[src/rtl/instruction_fetch_unit.sv]
// Instruction fetch initiator: one outstanding word read at a time, results
// buffered in a show-ahead prefetch FIFO; redirects flush and refetch.
module instruction_fetch_unit #(
  parameter logic [31:0] RESET_PC  = 32'h0000_0000,
  parameter int          BUF_DEPTH = 2
) (
  input  logic        CLK,
  input  logic        RESET,
  output logic        IMEM_READ,
  output logic [31:0] IMEM_ADDRESS,
  input  logic [31:0] IMEM_READINST,
  input  logic        IMEM_BUSYWAIT,
  input  logic        REDIRECT,
  input  logic [31:0] REDIRECT_PC,
  input  logic        STALL,
  output logic        INST_VALID,
  output logic [31:0] INST,
  output logic [31:0] INST_PC
);

  localparam int PTR_W = (BUF_DEPTH > 1) ? $clog2(BUF_DEPTH) : 1;
  localparam int CNT_W = PTR_W + 1;

  localparam logic [1:0] S_IDLE  = 2'd0;
  localparam logic [1:0] S_ISSUE = 2'd1;
  localparam logic [1:0] S_WAIT  = 2'd2;

  logic [1:0]       r_state;
  logic [31:0]      r_fetch_pc;
  logic [31:0]      r_addr;
  logic             r_read;
  logic             r_discard;
  logic [31:0]      r_pc_mem   [BUF_DEPTH];
  logic [31:0]      r_inst_mem [BUF_DEPTH];
  logic [PTR_W-1:0] r_wptr;
  logic [PTR_W-1:0] r_rptr;
  logic [CNT_W-1:0] r_count;

  logic        w_complete;
  logic        w_in_flight;
  logic        w_can_issue;
  logic        w_push;
  logic        w_pop;
  logic [31:0] w_redirect_pc;

  assign w_complete    = (r_state == S_WAIT) && !IMEM_BUSYWAIT;
  assign w_in_flight   = (r_state == S_ISSUE) || ((r_state == S_WAIT) && IMEM_BUSYWAIT);
  assign w_can_issue   = (r_count < CNT_W'(BUF_DEPTH)) && !REDIRECT;
  assign w_push        = w_complete && !r_discard && !REDIRECT;
  assign w_pop         = INST_VALID && !STALL;
  assign w_redirect_pc = REDIRECT_PC & ~32'h3;

  assign IMEM_READ    = r_read;
  assign IMEM_ADDRESS = r_addr;
  assign INST_VALID   = (r_count != '0);
  assign INST         = r_inst_mem[r_rptr];
  assign INST_PC      = r_pc_mem[r_rptr];

  // Memory-side FSM; IDLE between reads lets the memory re-arm BUSYWAIT.
  always_ff @(posedge CLK) begin
    if (!RESET) begin
      r_state    <= S_IDLE;
      r_fetch_pc <= RESET_PC;
      r_addr     <= RESET_PC;
      r_read     <= 1'b0;
      r_discard  <= 1'b0;
    end else begin
      case (r_state)
        S_IDLE: begin
          if (w_can_issue) begin
            r_state <= S_ISSUE;
            r_addr  <= r_fetch_pc;
            r_read  <= 1'b1;
          end
        end
        S_ISSUE: r_state <= S_WAIT;
        S_WAIT: begin
          if (!IMEM_BUSYWAIT) begin
            r_state <= S_IDLE;
            r_read  <= 1'b0;
          end
        end
        default: begin
          r_state <= S_IDLE;
          r_read  <= 1'b0;
        end
      endcase

      // An in-flight read cannot be aborted, so its data is marked for dropping.
      if (REDIRECT) begin
        r_fetch_pc <= w_redirect_pc;
        if (w_in_flight)
          r_discard <= 1'b1;
        else if (w_complete)
          r_discard <= 1'b0;
      end else if (w_complete) begin
        if (r_discard)
          r_discard <= 1'b0;
        else
          r_fetch_pc <= r_fetch_pc + 32'd4;
      end
    end
  end

  // Prefetch FIFO; a redirect empties it and suppresses same-edge push/pop.
  always_ff @(posedge CLK) begin
    if (!RESET) begin
      r_wptr  <= '0;
      r_rptr  <= '0;
      r_count <= '0;
      for (int i = 0; i < BUF_DEPTH; i++) begin
        r_pc_mem[i]   <= '0;
        r_inst_mem[i] <= '0;
      end
    end else if (REDIRECT) begin
      r_wptr  <= r_rptr;
      r_count <= '0;
    end else begin
      if (w_push) begin
        r_pc_mem[r_wptr]   <= r_addr;
        r_inst_mem[r_wptr] <= IMEM_READINST;
        r_wptr             <= r_wptr + PTR_W'(1);
      end
      if (w_pop)
        r_rptr <= r_rptr + PTR_W'(1);
      case ({w_push, w_pop})
        2'b10:   r_count <= r_count + CNT_W'(1);
        2'b01:   r_count <= r_count - CNT_W'(1);
        default: r_count <= r_count;
      endcase
    end
  end

endmodule
[config.mk]
export PLATFORM = sky130hd
export DESIGN_NAME = instruction_fetch_unit
export DESIGN_NICKNAME = d
export VERILOG_FILES = /design/src/rtl/instruction_fetch_unit.sv
export SDC_FILE = /design/constraint.sdc
export NUM_CORES = 1
export LEC_CHECK = 0
export ABC_AREA = 1
export CAP_MARGIN = 20
export CELL_PAD_IN_SITES_DETAIL_PLACEMENT = 0
export CELL_PAD_IN_SITES_GLOBAL_PLACEMENT = 1
export CORE_UTILIZATION = 40
export DETAILED_ROUTE_END_ITERATION = 6
export GPL_TIMING_DRIVEN = 1
export PLACE_DENSITY_LB_ADDON = 0.1
export SLEW_MARGIN = 30
export SYNTH_ARGS = -nofsm -noshare
export SYNTH_HDL_FRONTEND = slang
export SYNTH_SLANG_ARGS = --single-unit
[constraint.sdc]
create_clock -name CLK -period 4.5 [get_ports CLK]
set_clock_uncertainty 0.05 [all_clocks]
set_input_delay 1.125 -clock CLK [delete_from_list [all_inputs] [get_ports CLK]]
set_output_delay 1.125 -clock CLK [all_outputs]
set_load 0.02 [all_outputs]
After elaboration in Yosys (flattened, before gate mapping):

Memories as Yosys holds them, arrays and structs flattened. A register that Yosys moved wholly into a read port is not among the register bits.
Cells that the tools add are included.

* add/sub/neg operators: 5
* multipliers: 0
* div/mod/pow operators: 0
* order comparisons: 1
* equal/unequal tests: 7
* shift operators: 0
* mux-type cells: 30
* bitwise logic cells: 4
* reductions and logical operators: 25

Operators with widths (count)
* two-way mux 32 bit: 5
* OR reduction 32 bit: 2
* adder 32 x 3 -> 32 bit (second input constant): 1
* two-way mux 1 bit: 20
* AND reduction 2 bit: 5
* nonzero test 2 bit: 4
* logical AND 1 bit: 6
* inequality test 2 bit (second input constant): 3
* case mux 2 bit (3 select lines): 1
* == test 2 x 1 -> 1 bit (second input constant): 2
* == test 2 bit (second input constant): 2
* zero test 1 bit: 4
* two-way mux 2 bit: 2
* inverter 1 bit: 4
* case mux 2 bit (2 select lines): 1
* case mux 1 bit (3 select lines): 1
* AND reduction 3 bit: 1
* adder 1 bit (second input constant): 2
* adder 2 x 1 -> 2 bit (second input constant): 1
* zero test 2 bit: 1
* < comparator 2 bit (second input constant): 1
* OR reduction 2 bit: 1
* subtractor 2 x 1 -> 2 bit (second input constant): 1
* logical OR 1 bit: 1

* flip-flop bits (word level): 72
* bits in latches: 0
* bits in writable memories: 128
* ROM bits: 0
* output and inout port bits: 98
* word-level logic and storage cells: 83
* memories: 2

Memories
* r_inst_mem: words 2, width 32, read ports 1, clocked after memory_dff 1, write ports 2, RTL line 34 `logic [31:0] r_inst_mem [BUF_DEPTH];`
* r_pc_mem: words 2, width 32, read ports 1, clocked after memory_dff 1, write ports 2, RTL line 33 `logic [31:0] r_pc_mem [BUF_DEPTH];`

Longest topological paths before layout:

Gate-level depths: netlist of the first run.

* depth after elaboration: 10
* depth in mapped cells: 10

Worst setup path before layout of the first run:

No wires, ideal clock.

* kind: input to register
* from: input IMEM_BUSYWAIT
* to: memory r_inst_mem[0][0], enable pin
* data arrival time: 3.292 ns
* setup slack: 0.737 ns
* cell stages on the path: 8
* buffers on the path: 1
* path through: inv_1 > nand3_2 > nor2_8 > nand2_4 > nor2_2 > nand2_2 > buf_2 > nand2_1

RTL lines
* start, declared: RTL line 12 `input logic IMEM_BUSYWAIT,`
* end, declared: RTL line 34

==> results of run 1 <==
-- registers in the layout (all words and copies together), names as in the netlist, 2 cells and up, named ones only --
signal	count
r_count	2
r_state	2
r_pc_mem	60
IMEM_ADDRESS	30
r_inst_mem	64
r_fetch_pc	30
-- synth_stat cells (all sizes together) --
cell	number	area, µm²
nor2	188	769
nand2	132	508
edfxtp	124	3720
inv	105	394
dfxtp	69	1380
mux2	62	698
a21oi	60	300
o21ai	51	255
nand3	30	168
buf	29	166
clkbuf	17	65.1
xor2	9	78.8
a31oi	7	43.8
nand4	3	18.8
a211oi	2	15.0
ha	2	25.0
nor3	2	15.0
xnor2	2	17.5
a22oi	1	7.51
a31o	1	8.76
a32o	1	10.0
and2	1	6.26
and3	1	6.26
clkinv	1	5.00
conb	1	3.75
nand3b	1	7.51
o22ai	1	6.26
-- worst min-delay path by stage --
stage | startpoint | to | slack, ns | depth (start not counted)
finish | IMEM_READ | IMEM_READ | 0.44 | 2
global route | r_count[0] | r_count[0] | 0.47 | 2
floorplan | r_count[0] | r_count[0] | 0.41 | 2
CTS | IMEM_READ | IMEM_READ | 0.44 | 2
global placement | r_count[0] | r_count[0] | 0.42 | 2
detailed placement | IMEM_READ | IMEM_READ | 0.43 | 2
-- metrics by stage --
| step | worst slack [ns] | area (µm²) | total power, µW |
|---|---|---|---|
| floorplan | 0.737 | 8720 | 2280 |
| global placement | 0.755 | 10600 | 2500 |
| detailed placement | 0.753 | 10600 | 2500 |
| CTS | 0.901 | 11200 | 4020 |
| global route | 0.820 | 11200 | 4120 |
| finish | 0.959 | 11200 | 3970 |
-- logic make-up after synthesis --
kind of cell / after synthesis
and+or+nand+nor: 358
DFF: 193
buffers and inverters: 152
AOI/OAI and AO/OA: 124
muxes: 62
xor gates and xnor gates: 11
adders and majority gates: 2
other: 1
-- worst register-to-register path: stages (launching register included) --
cell and delay [ns]:
dfxtp_1 0.37, nand3_2 0.15, nor2_8 0.22, nand2_4 0.12
clkinv_2 0.30, nand3_4 0.11, nand2_2 0.07, buf_4 0.66
-- power by group --
part | switching, µW | internal, µW
Sequential | 50.2 | 1960
Clock | 715 | 796
Combinational | 245 | 199
Total | 1010 | 2960
-- layer usage --
layer | global-route usage, % | up-vias | routed length (µm)
met3 | 2.80 | 14 | 858
met2 | 31.1 | 146 | 9990
met4 | 7.24 | 0 | 273
met5 | 0 | - | 0
met1 | 23.8 | 2848 | 9100
li1 | - | 3251 | -
-- area by class of cell --
type	count	area share, %
Clock inverter	15	1.51
Timing Repair Buffer	173	15.5
Multi-Input combinational cell	561	26.8
Inverter	106	3.58
Sequential cell	193	45.8
Tap cell	275	3.08
Clock buffer	17	3.81
==> flow_summary_export.csv, run 1 <==
group,metric,value,unit
outcome,status,"finished, final reports clean",
finish,antennaDiodeCount,0,
power,ir_drop,0.233,mV
floorplanning,fp.dieH,150,µm
clock_tree,hold_buffers,0,
finish,instances_no_fill,1340,
clock_tree,h-tree-depth,4,
global_route,grt_overflow,0,
timing,fin_tns_setup,0,ns
clock_tree,postCtsSetupRepairBufs,0,
clock_tree,path_clk_slew,0.07,ns
setup_path,crit_chain,"buf_4 -> mux2_2 -> clkdlybuf4s50_1",
setup_path,cp_slowest_cell,"dfxtp_2",
detailed_routing,drtIter0Drc,340,
timing,period_needed,3.54,ns
clock_tree,cts_tree,"yes",
setup_path,cp.buffers_inverters,2,
detailed_routing,via_count,6259,
timing,max_freq,0.282,GHz
floorplanning,ios,167,
synthesis,syn_inst,903,
setup_path,cp.arrival,2.37,ns
finish,fill_cells,1942,
timing,setup_violations,0,
synthesis,synth_compound_area_share,7.43,%
setup_path,startpoint_type,"flop",
global_route,grt_use_total,18.5,%
clock_tree,cts_inserted_buffers,17,
clock_tree,cts_buffer_depth,2,
timing,rsz0062_at_grt,"no",
worst_hold_path,hp-class,"reg2reg",
finish,regArea,5110,µm²
synthesis,avgSynthCellArea,9.64,µm²
global_route,grt_max_degree,63,
clock_tree,cts_resized,0,
power,powerDensity,356,nW/µm²
placed_design,placedCellCount,1308,
timing,finalMaxSlewViolations,0,
finish,drive_gt1_share,12.3,%
finish,mostFrequentLayoutCell,"nor2_1",
synthesis,synth.distinct_cells,39,
power,leakagePower,0.00421,µW
finish,multi_input_area,2990,µm²
timing,slew_headroom,41.2,%
detailed_routing,wl,20.2,mm
global_route,antenna_found_initial,0,
clock_tree,clockRootBuffer,"clkbuf_16",
finish,final_cell_mix,"nor2_1 (176), clkdlybuf4s50_1 (160), nand2_1 (127), edfxtp_1 (124), inv_1 (105)",
floorplanning,die_w,150,µm
synthesis,seq_area_frac_synth,58.6,%
synthesis,syn-cell-area,8700,µm²
detailed_routing,wl_per_cell,15.1,µm
synthesis,synthAdderAreaFrac,0.287,%
detailed_routing,drt-vias-per-instance,4.67,
timing,finalCritPeriodShare,78.7,%
detailed_routing,drc,0,
setup_path,r2r-end,"r_inst_mem[1][25]",
global_route,grt_pass1_vias,5909,
synthesis,ys_ff_latch,193,
finish,final_net_count,1123,
setup_path,endpoint,"INST[5]",
setup_path,worstSetupPathType,"reg2out",
placed_design,port_buffers,160,
setup_path,worstSetupPathDepth,3,
synthesis,yosys_warnings,0,
setup_path,crit_path_max_incr_delay,0.71,ns
clock_tree,clk_latency,0.43,ns
synthesis,synth_top_family_by_area,"simple AND/OR/NAND/NOR gates",
setup_path,endpoint_kind,"primary output",
floorplanning,start_util,41.1,%
timing,whs,0.437,ns
synthesis,yosys.area_share.simple,17.2,%
synthesis,synth_mux_area_share,8.02,%
setup_path,crit_required,3.32,ns
detailed_routing,ant_nets,0,
job,max_cap_violations,0,
floorplanning,std_cell_rows,53,
setup_path,rr_worst_depth,7,
finish,area_delta_synth_final,28.2,%
global_route,grt_pass1_wl,31.2,mm
synthesis,synth-xor-area-share,1.11,%
setup_path,reg2reg_from,"r_state[1]",
placed_design,gp_congestion,0.813,
setup_path,reg2reg_slack,2.05,ns
floorplanning,fp.coreArea,21200,µm²
timing,worstMarginPinSlew,0.881,ns
setup_path,cp_max_fo,22,
clock_tree,clkSinkCount,193,
detailed_routing,first_pass_iters,7,
timing,finalHoldViolCount,0,
setup_path,cp_top_family,"buffers and inverters",
floorplanning,dieArea,22400,µm²
placed_design,dpl.hpwl,13.8,mm
finish,fin_util,52.7,%
Power figures use the tool's default switching activity.
==> inputs of run 2 (changes only) <==
Settings changed: CORE_UTILIZATION 40 to 36.
Clock period 4.5 ns to 3.01 ns, I/O delays scaled along.
==> run 2 against run 1 <==
Against the previous run: first-iteration DRC count rose by 24%; flip-flop and latch count is the same; cell count is 4.0% higher; clock power is 50% higher; sequential power grew 50%; clock-buffer cell count up 1; routed wire length rose by 5.7%; register-to-register slack got worse by 0.89 ns; critical path depth did not move; via count grew 3.5%; die area is 11% higher.
==> flow_summary_export.csv, run 2 (synthesis results as in run 1) <==
group,metric,value,unit
detailed_routing,drt-vias-per-instance,4.65,
finish,mostFrequentLayoutCell,"nor2_1",
power,leakagePower,0.00427,µW
timing,period_needed,2.91,ns
finish,largest_register_ff_count,64,
clock_tree,cts_tree,"yes",
job,max_cap_violations,0,
clock_tree,h-tree-depth,4,
timing,fin_tns_setup,0,ns
worst_hold_path,hp-class,"reg2reg",
global_route,grt_use_total,18.0,%
worst_hold_path,min_to,"IMEM_READ",
setup_path,cp.arrival,2.11,ns
clock_tree,cts_resized,0,
worst_hold_path,hold_path_depth,2,
floorplanning,std_cell_rows,56,
floorplanning,fp.dieH,157,µm
clock_tree,clockRootBuffer,"clkbuf_16",
finish,drive_gt1_share,12.9,%
placed_design,dpl.hpwl,14.6,mm
finish,regArea,5110,µm²
placed_design,gp_congestion,0.803,
clock_tree,path_clk_slew,0.07,ns
setup_path,endpoint_kind,"primary output",
clock_tree,postCtsSetupRepairBufs,0,
setup_path,worstSetupPathType,"reg2out",
timing,rsz0062_at_grt,"no",
clock_tree,cts_buffer_depth,2,
timing,setup_violations,0,
finish,instances_no_fill,1393,
detailed_routing,via_count,6479,
finish,final_cell_mix,"nor2_1 (176), clkdlybuf4s50_1 (160), nand2_1 (127), edfxtp_1 (124), inv_1 (105)",
floorplanning,start_util,36.9,%
finish,area_delta_synth_final,30.3,%
global_route,grt_max_degree,63,
detailed_routing,ant_nets,0,
global_route,antenna_found_initial,0,
finish,fill_cells,2265,
finish,final_net_count,1132,
clock_tree,hold_buffers,0,
setup_path,reg2reg_from,"r_state[0]",
floorplanning,dieArea,24800,µm²
timing,finalCritPeriodShare,96.7,%
worst_hold_path,hp-start,"IMEM_READ",
setup_path,rr_worst_depth,8,
detailed_routing,drc,0,
floorplanning,fp.coreArea,23600,µm²
timing,finalMaxSlewViolations,0,
setup_path,startpoint_type,"flop",
timing,max_freq,0.344,GHz
global_route,grt_pass1_wl,33.5,mm
setup_path,crit_required,2.21,ns
timing,finalHoldViolCount,0,
clock_tree,clkSinkCount,193,
finish,reg_top3,"r_inst_mem x64, r_pc_mem x60",
finish,antennaDiodeCount,0,
setup_path,cp_max_fo,34,
floorplanning,ios,167,
finish,multi_input_area,3000,µm²
timing,whs,0.433,ns
placed_design,placedCellCount,1361,
clock_tree,cts_inserted_buffers,17,
detailed_routing,first_pass_iters,4,
power,ir_drop,0.268,mV
detailed_routing,drtIter0Drc,421,
outcome,status,"finished, final reports clean",
global_route,grt_overflow,0,
detailed_routing,wl,21.4,mm
finish,regMostFlops,"r_inst_mem",
global_route,grt_pass1_vias,6388,
detailed_routing,wl_per_cell,15.4,µm
floorplanning,die_w,157,µm
clock_tree,clk_latency,0.44,ns
setup_path,reg2reg_slack,1.16,ns
placed_design,port_buffers,160,
setup_path,r2r-end,"r_pc_mem[0][22]",
power,powerDensity,525,nW/µm²
## run 2: changes by cell type in the layout (fill, tap and decap cells not counted)
cell,delta
buf_12,+5
buf_4,+4
clkbuf_1,+1
clkinv_4,-2
inv_6,+2
inv_8,-1
nand2_2,-2
nand2_4,+2
## run 2: critical path: stages, from the launching register on
cell             delay [ns]
dfxtp_2                0.45
buf_12                 0.26
mux2_2                 0.37
clkdlybuf4s50_1        0.57
## run 2: final cells by class
cell class / instances / area share, %
multi-input combinational: 561 / 26.4
timing repair buffer: 182 / 16.3
inverter: 106 / 3.52
clock buffer: 18 / 3.78
sequential: 193 / 45.0
clock inverter: 14 / 1.39
tap: 319 / 3.52
## run 2: per-stage QoR
stage               setup slack, ns  util (%)  power [µW]  cell area, µm²
floorplan                     0.224         -        3410            8720
global placement              0.266      45.6        3760           10800
detailed placement            0.249      45.6        3770           10800
CTS                          0.0688      48.1        6030           11300
global route                 0.0279      48.1        6220           11300
finish                       0.0989      48.1        5960           11300
## run 2: how the worst max path moves through the flow
stage             startpoint  slack [ns]           endpoint  depth (start not counted)
6_report                flop         0.1        INST_PC[18]                          3
3_3_place_gp   IMEM_BUSYWAIT        0.27  r_inst_mem[0][14]                          9
2_1_floorplan  IMEM_BUSYWAIT        0.22   r_inst_mem[0][0]                          8
4_1_cts                 flop        0.07        INST_PC[15]                          3
5_1_grt                 flop        0.03        INST_PC[18]                          3
3_5_place_dp   IMEM_BUSYWAIT        0.25  r_inst_mem[0][14]                          9
## run 2: per-layer routing
metal / wire, µm / up-vias / part of all wire [%] / track usage, %
li1: - / 3272 / - / -
met1: 9980 / 3052 / 47 / 23.1
met2: 10300 / 138 / 48 / 30.7
met3: 842 / 17 / 3.9 / 2.81
met4: 250 / 0 / 1.2 / 5.83
met5: 0 / - / 0 / 0
## run 2: where the power goes
part | total, µW | switching [µW] | internal [µW]
clock network | 2260 | 1070 | 1190
logic | 686 | 376 | 310
registers | 3010 | 77.0 | 2930
total | 5960 | 1530 | 4430
==> inputs of run 3 (changes only) <==
Settings changed: RECOVER_POWER from default to 25.
==> run 3 against run 2 <==
Against the previous run: design area decreased by 0.44%; die area unchanged; sequential share of layout area increased by 0.20 points; register-to-register slack got worse by 0.55 ns; clock power about the same; setup slack about the same; critical path type unchanged; largest cell class unchanged; highest routed layer unchanged.
==> flow_summary_export.csv, run 3 (synthesis results as in run 1) <==
group,metric,value,unit
clock_tree,clockRootBuffer,"clkbuf_16",
detailed_routing,drt-vias-per-instance,4.65,
setup_path,cp_slowest_cell,"clkdlybuf4s50_1",
finish,final_net_count,1132,
global_route,grt_pass1_wl,33.5,mm
detailed_routing,wl,21.4,mm
worst_hold_path,hp-class,"reg2reg",
setup_path,crit_required,2.21,ns
floorplanning,start_util,36.9,%
finish,fill_cells,2275,
clock_tree,cts_inserted_buffers,17,
finish,instances_no_fill,1393,
global_route,grt_max_degree,63,
setup_path,crit_chain,"buf_12 -> mux2_2 -> clkdlybuf4s50_1",
timing,finalHoldViolCount,0,
power,ir_drop,0.269,mV
power,swShare,25.6,%
floorplanning,dieArea,24800,µm²
power,p_comb_share,11.4,%
clock_tree,path_clk_slew,0.07,ns
placed_design,port_buffers,160,
placed_design,placedCellCount,1361,
global_route,grt_overflow,0,
power,powerDensity,527,nW/µm²
finish,mostFrequentLayoutCell,"nor2_1",
finish,regMostFlops,"r_inst_mem",
timing,fin_ws,0.0986,ns
setup_path,endpoint_kind,"primary output",
power,internal_power,4430,µW
timing,max_freq,0.343,GHz
timing,setup_violations,0,
clock_tree,cts_tree,"yes",
clock_tree,cts_resized,0,
setup_path,crit_path_max_incr_delay,0.57,ns
detailed_routing,drtIter0Drc,431,
floorplanning,std_cell_rows,56,
power,leakagePower,0.00424,µW
placed_design,dpl.hpwl,14.6,mm
finish,drive_gt1_share,12.5,%
finish,antennaDiodeCount,0,
clock_tree,h-tree-depth,4,
clock_tree,postCtsSetupRepairBufs,0,
floorplanning,fp.coreArea,23600,µm²
timing,finalCritPeriodShare,96.7,%
finish,largest_register_ff_count,64,
detailed_routing,ant_nets,0,
finish,final_cell_area,11300,µm²
outcome,status,"finished, final reports clean",
timing,worstMarginPinSlew,0.942,ns
detailed_routing,first_pass_iters,4,
clock_tree,clkSinkCount,193,
setup_path,worstSetupPathType,"reg2out",
power,total_power,5960,µW
finish,area_delta_synth_final,29.8,%
timing,slew_headroom,37.0,%
finish,regArea,5110,µm²
finish,multi_input_area,2980,µm²
global_route,grt_pass1_vias,6388,
power,p_sw,1530,µW
detailed_routing,drc,0,
power,power_frac_clock,38.0,%
timing,period_needed,2.91,ns
detailed_routing,wl_per_cell,15.4,µm
timing,fin_tns_setup,0,ns
setup_path,startpoint_type,"flop",
clock_tree,clk_latency,0.44,ns
setup_path,cp.arrival,2.11,ns
finish,reg_top3,"r_inst_mem x64, r_pc_mem x60",
floorplanning,ios,167,
floorplanning,die_w,157,µm
timing,rsz0062_at_grt,"no",
placed_design,gp_congestion,0.803,
clock_tree,hold_buffers,0,
floorplanning,fp.dieH,157,µm
clock_tree,cts_buffer_depth,2,
finish,final_cell_mix,"nor2_1 (177), clkdlybuf4s50_1 (158), nand2_1 (127), edfxtp_1 (124), inv_1 (105)",
timing,finalMaxSlewViolations,0,
global_route,antenna_found_initial,0,
job,max_cap_violations,0,
power,seqPwrFrac,50.5,%
placed_design,dpl_cell_area,10800,µm²
global_route,grt_use_total,18.0,%
placed_design,place_ws,0.249,ns
detailed_routing,via_count,6477,
setup_path,cp_max_fo,34,
-- run 3: cell count changes in the layout (fill, tap and decap cells not counted), sizes merged --
cell,delta
clkdlybuf4s50,-2
dlygate4sd3,+2
clkinv,-1
clkinvlp,+1
buf,-5
clkbuf,+5
-- run 3: stage by stage --
| step | hold WS, ns | util (%) |
|---|---|---|
| 6_report | 0.435 | 47.8 |
| 5_1_grt | 0.448 | 47.8 |
| 4_1_cts | 0.436 | 48.1 |
| 3_5_place_dp | 0.425 | 45.6 |
| 3_3_place_gp | 0.418 | 45.6 |
| 2_1_floorplan | 0.408 | - |
-- run 3: worst paths after layout --
path / start / slack (ns) / depth (start not counted) / endpoint
setup / recovery: flop / 0.1 / 3 / INST_PC[18]
hold reg to reg: IMEM_READ / 0.44 / 2 / IMEM_READ
setup reg to reg: r_state[0] / 0.61 / 8 / r_pc_mem[0][22]
hold / removal: IMEM_READ / 0.44 / 2 / IMEM_READ
-- run 3: cell type report --
class | instances | area share (%)
clock inverter | 14 | 1.40
multi-input combinational | 561 | 26.4
clock buffer | 18 | 3.80
inverter | 106 | 3.53
tap | 319 | 3.53
sequential | 193 | 45.2
timing repair buffer | 182 | 16.2
-- run 3: critical path, delay by kind of cell, from the launching register on --
| kind | cells | cell delay, ns |
|---|---|---|
| muxes | 1 | 0.37 |
| buffers and inverters | 2 | 0.83 |
| DFF | 1 | 0.45 |
-- run 3: per-layer routing --
layer	vias to the layer above	part of all wire [%]	GRT usage [%]
li1	3270	-	-
met1	3058	47	23.1
met2	130	48	30.7
met3	19	3.3	2.81
met4	0	1.2	5.83
met5	-	0	0
-- run 3: power groups by stage --
stage                     sequential (µW)  clock [µW]  combinational [µW]
after detailed placement             3070           0                 694
after floorplan                      3100           0                 312
after CTS                            3010        2320                 698
after global placement               3070           0                 694
final                                3010        2260                 681
after global routing                 3030        2440                 747
